`src/rtl/quat_mult_seq.sv`:
```
// Sequential quaternion multiplier: Q1*Q2 computed with a single 16x16 signed
// multiplier over 16 cycles. The four 32-bit accumulators drive r1..r4
// directly and hold the finished product until the consumer takes it.
module quat_mult_seq (
   input  logic        clk,
   input  logic        rst,
   input  logic        in_valid,
   output logic        in_ready,
   input  logic [15:0] a1,
   input  logic [15:0] b1,
   input  logic [15:0] c1,
   input  logic [15:0] d1,
   input  logic [15:0] a2,
   input  logic [15:0] b2,
   input  logic [15:0] c2,
   input  logic [15:0] d2,
   output logic        out_valid,
   input  logic        out_ready,
   output logic [31:0] r1,
   output logic [31:0] r2,
   output logic [31:0] r3,
   output logic [31:0] r4,
   output logic        busy
);

   typedef enum logic [1:0] {IDLE, MUL, DONE} state_t;

   // One bit per step: 1 = subtract the product at that step.
   // The steps that subtract are 1, 2, 3, 7, 9 and 14.
   localparam logic [15:0] SUB_MASK = 16'h428E;

   state_t             state_q, state_d;
   logic [3:0]         step_q;
   logic signed [15:0] q1_q [4];   // a1, b1, c1, d1
   logic signed [15:0] q2_q [4];   // a2, b2, c2, d2
   logic [31:0]        acc_q [4];  // r1, r2, r3, r4

   logic               accept;
   logic [1:0]         x_sel, y_sel;
   logic               sub;
   logic signed [31:0] prod;
   logic [31:0]        term;

   assign accept = in_valid && in_ready;

   // Step decode: Q1 component cycles a,b,c,d inside each group of four, and
   // the Q2 component is that index XORed with the group number, which
   // reproduces the Hamilton product term ordering.
   assign x_sel = step_q[1:0];
   assign y_sel = step_q[1:0] ^ step_q[3:2];
   assign sub   = SUB_MASK[step_q];
   assign prod  = q1_q[x_sel] * q2_q[y_sel];
   assign term  = sub ? (~prod + 32'd1) : prod;

   // State register
   // NOTE: clocked state uses non-blocking assignments so every register
   // samples the pre-edge values; blocking here would create ordering races.
   always_ff @(posedge clk or posedge rst) begin
      if (rst) state_q <= IDLE;
      else     state_q <= state_d;
   end

   // Next-state logic
   // NOTE: state_d gets a default before the case so no path leaves it
   // unassigned, which would otherwise infer a latch.
   always_comb begin
      state_d = state_q;
      unique case (state_q)
         IDLE:    if (in_valid)        state_d = MUL;
         MUL:     if (step_q == 4'd15) state_d = DONE;
         DONE:    if (out_ready)       state_d = IDLE;
         default:                      state_d = IDLE;
      endcase
   end

   // Handshake and status outputs decoded from the state
   always_comb begin
      in_ready  = 1'b0;
      out_valid = 1'b0;
      busy      = 1'b0;
      unique case (state_q)
         IDLE:    in_ready  = 1'b1;
         MUL:     busy      = 1'b1;
         DONE:    out_valid = 1'b1;
         default: in_ready  = 1'b0;
      endcase
   end

   // Operand latch, accumulator clear on accept, one multiply-accumulate per MUL cycle
   // NOTE: operand and accumulator arrays are reset explicitly because an
   // abandoned result must read as zero immediately on reset, not stale data.
   always_ff @(posedge clk or posedge rst) begin
      if (rst) begin
         step_q <= '0;
         for (int i = 0; i < 4; i++) begin
            q1_q[i]  <= '0;
            q2_q[i]  <= '0;
            acc_q[i] <= '0;
         end
      end else if (accept) begin
         step_q  <= '0;
         q1_q[0] <= a1;
         q1_q[1] <= b1;
         q1_q[2] <= c1;
         q1_q[3] <= d1;
         q2_q[0] <= a2;
         q2_q[1] <= b2;
         q2_q[2] <= c2;
         q2_q[3] <= d2;
         for (int i = 0; i < 4; i++) acc_q[i] <= '0;
      end else if (state_q == MUL) begin
         acc_q[step_q[3:2]] <= acc_q[step_q[3:2]] + term;
         step_q             <= step_q + 4'd1;
      end
   end

   assign r1 = acc_q[0];
   assign r2 = acc_q[1];
   assign r3 = acc_q[2];
   assign r4 = acc_q[3];

endmodule

```
`config.mk`:
```
export PLATFORM = sky130hd
export DESIGN_NAME = quat_mult_seq
export DESIGN_NICKNAME = d
export VERILOG_FILES = /design/src/rtl/quat_mult_seq.sv
export SDC_FILE = /design/constraint.sdc
export NUM_CORES = 1
export LEC_CHECK = 0
export BUFFER_PORTS_ARGS = -buffer_cell sky130_fd_sc_hd__buf_2
export CAP_MARGIN = 10
export CORE_UTILIZATION = 50
export CTS_CLUSTER_SIZE = 8
export DETAILED_ROUTE_END_ITERATION = 12
export PLACE_DENSITY = 0.7
export SETUP_SLACK_MARGIN = 0.3
export SLEW_MARGIN = 10
export SYNTH_ARGS = -nofsm -noshare
export SYNTH_HDL_FRONTEND = slang
export SYNTH_SLANG_ARGS = --single-unit
```
`constraint.sdc`:
```
create_clock -name clk -period 16.8 [get_ports clk]
set_input_delay 0 -clock clk [delete_from_list [all_inputs] [get_ports clk]]
set_output_delay 0 -clock clk [all_outputs]
set_load 0.05 [all_outputs]
```
==> results.toml <==
[routing]
vias = 20569
totalWireLength_mm = 72.6
post_drt_wl_per_cell_um = 20.0
vias_per_cell = 5.67
drt_iter0_drc = 1705
drc = 0
drt-pass1-iter-count = 6
final_antenna_net_count = 0

[global_routing]
grt_max_degree = 116
grt_pass1_wl_mm = 117
overflow = 0
grt_pass1_vias = 21660
antenna_found_initial = 3
grt.total_usage_pct = 31.2

[floorplan]
fp-row-count = 79
die_area_sq_um = 48600
core-area_sq_um = 46900
pin_count = 263
die_w_um = 220
die_y_um = 220
start_util_pct = 50.9

[logic_synthesis]
synth.most_common_cell = "nand2_1"
synth_area_sq_um = 23900
syn_nets = 3194
syn_area_per_cell_sq_um = 8.90
synth_top_area_share_pct = 27.5
yosys.area.top_type = "dfrtp_1"
synth_edf_count = 0
ys_seq_area_share_pct = 27.5
synthTopCellsByArea = "dfrtp_1, fa_1, nand2_1, ha_1, inv_1"
ys_types = 75
ys_ff_latch = 262
yosys-top-cells-count = "nand2_1, inv_1, fa_1"
postSynthCellCount = 2681
yosysWarningCount = 0
async_reset_ff_share_pct = 100
synth_ff_type = "dfrtp_1"

[worst_setup_path]
crit_type = "reg2reg"
path_max_fanout = 48
crit_slowest_cell = "dfrtp_2"
cpMostUsedCell = "fa_1"
cp-start-kind = "flip-flop"
cpPeakStageDelay_ps = 1000
cp.required_ps = 17190
crit_arrival_ps = 11350
crit_start = "step_q[0]"
reg2reg_from = "step_q[0]"
end_kind = "flip-flop"

[layout]
regArea_sq_um = 6560
multi_input_area_sq_um = 15600
drive_gt1_share_pct = 14.0
final_nets = 3521
syn_to_final_growth_pct = 17.7
fillCellCount = 4022

[sta]
slew_headroom_pct = 19.0
finalSetupViolCount = 0
max_freq_ghz = 0.0913
hold_viol = 0
rsz0062_at_grt = "no"
period_share_pct = 65.2
fin_crit_ps = 10950
slew_viol_final = 0
tightest_slew_ps = 1180
setup-tns-final_ps = 0
timing.hold.ws_ps = 121
fin_skew_ps = 28.4

[placement]
post-dp-hpwl_mm = 52.2
place.port_buffers = 262
place_congestion = 0.921

[clock_network]
clock_path_buffers = 3
cts_hold_buffers = 130
cts_buffers = 40
cts_setup_buffers = 0
cts_tree = "done"
ctsHtreeMaxLevel = 2
cts.sinks = 262
root_buffer = "clkbuf_16"
cts-resized-gates = 0
clk_pin_slew_ps = 60
clock_latency_ps = 570

[min_path]
min-delay-start = "in_valid"
worst_hold_path_type = "in2reg"

[status]
outcome = "finished, final reports clean"

[run]
max_cap_violations = 0
==> metal layers <==
metal	track usage [%]	vias to the layer above	part of all wire, %
met2	50.0	918	47
met1	41.1	10156	40
met3	6.94	236	8.0
li1	-	9259	-
met5	0	-	0
met4	13.0	0	4.3
==> metrics by stage <==
stage	utilization, %	cell area [sq um]	cells	worst slack, ps
global placement	54.7	25600	3442	5730
CTS	59.9	28100	3621	5880
detailed placement	54.8	25700	3443	5980
floorplan	-	23900	2681	7090
global route	59.9	28100	3623	5210
finish	60.0	28100	3625	5850
==> kinds of logic (layout without fill, tap and decap cells) <==
family,after synthesis,count (layout),synth area share (%)
compound gates,382,382,9.75
xor+xnor,89,89,3.33
fa+ha+maj,381,381,28.3
buf+inv,466,799,7.37
flops,262,262,27.5
mux,78,78,5.66
other cells,0,4,0
simple gates,1023,1023,18.2
==> worst paths after layout <==
path	endpoint	slack, ps	cells after the start
worst max-delay path	r4[27]	5850	32
worst min-delay path	q1_q[1]	120	4
worst max register to register	r4[27]	5850	32
worst min register to register	q1_q[2]	470	2
max in group asynchronous	r1[15]	15110	4
min in group asynchronous	q1_q[0]	160	3
==> layout by cell type, fill, tap and decap left out, types with 6 or more instances in the layout <==
| cell | count |
|---|---|
| nand2_1 | 653 |
| inv_1 | 334 |
| fa_1 | 263 |
| buf_2 | 262 |
| dfrtp_1 | 258 |
| o21ai_0 | 146 |
| nor2_1 | 137 |
| dlygate4sd3_1 | 130 |
| ha_1 | 118 |
| nand3_1 | 90 |
| a21oi_1 | 62 |
| xnor2_1 | 54 |
| mux4_2 | 44 |
| and2_1 | 40 |
| clkbuf_16 | 40 |
| xor2_1 | 32 |
| o21ai_1 | 28 |
| o21a_1 | 28 |
| buf_4 | 22 |
| nor3_1 | 21 |
| a21o_1 | 20 |
| o21bai_1 | 19 |
| mux2i_1 | 18 |
| a31oi_1 | 17 |
| mux2_2 | 16 |
| nor2b_1 | 12 |
| a211oi_1 | 11 |
| and3_1 | 9 |
| nand4_1 | 8 |
| o31ai_1 | 8 |
| or2_2 | 7 |
| nand2b_1 | 7 |
| or3_1 | 7 |
| o211ai_1 | 6 |
==> state kept, by name (all words and copies together) (netlist names) <==
name / cells
q1_q: 64
q2_q: 64
r1: 32
r2: 32
r3: 32
r4: 32
step_q: 4
state_q: 2
==> area by class of cell <==
class                           count  share of cell area (%)
Multi-Input combinational cell   1953                    55.5
Sequential cell                   262                    23.4
Timing Repair Buffer              415                    9.94
Inverter                          336                    4.52
Clock buffer                       43                    3.64
Tap cell                          607                    2.70
Clock inverter                      5                   0.330
Antenna cell                        4                  0.0356
==> worst max-delay path, delay by kind of cell (launching register included) <==
family                   cells  cell delay, ps
XOR/XNOR                     4            1010
buffers and inverters        4             510
multiplexers                 1             780
AO/OA/AOI/OAI                8            2220
AND/OR/NAND/NOR              7            1440
flip-flops                   1            1000
adder cells (fa/ha/maj)      8            3770
Power is left out: the tool's default activity adds up to more than one toggle a clock period on the data nets, which glitch-free logic cannot reach.
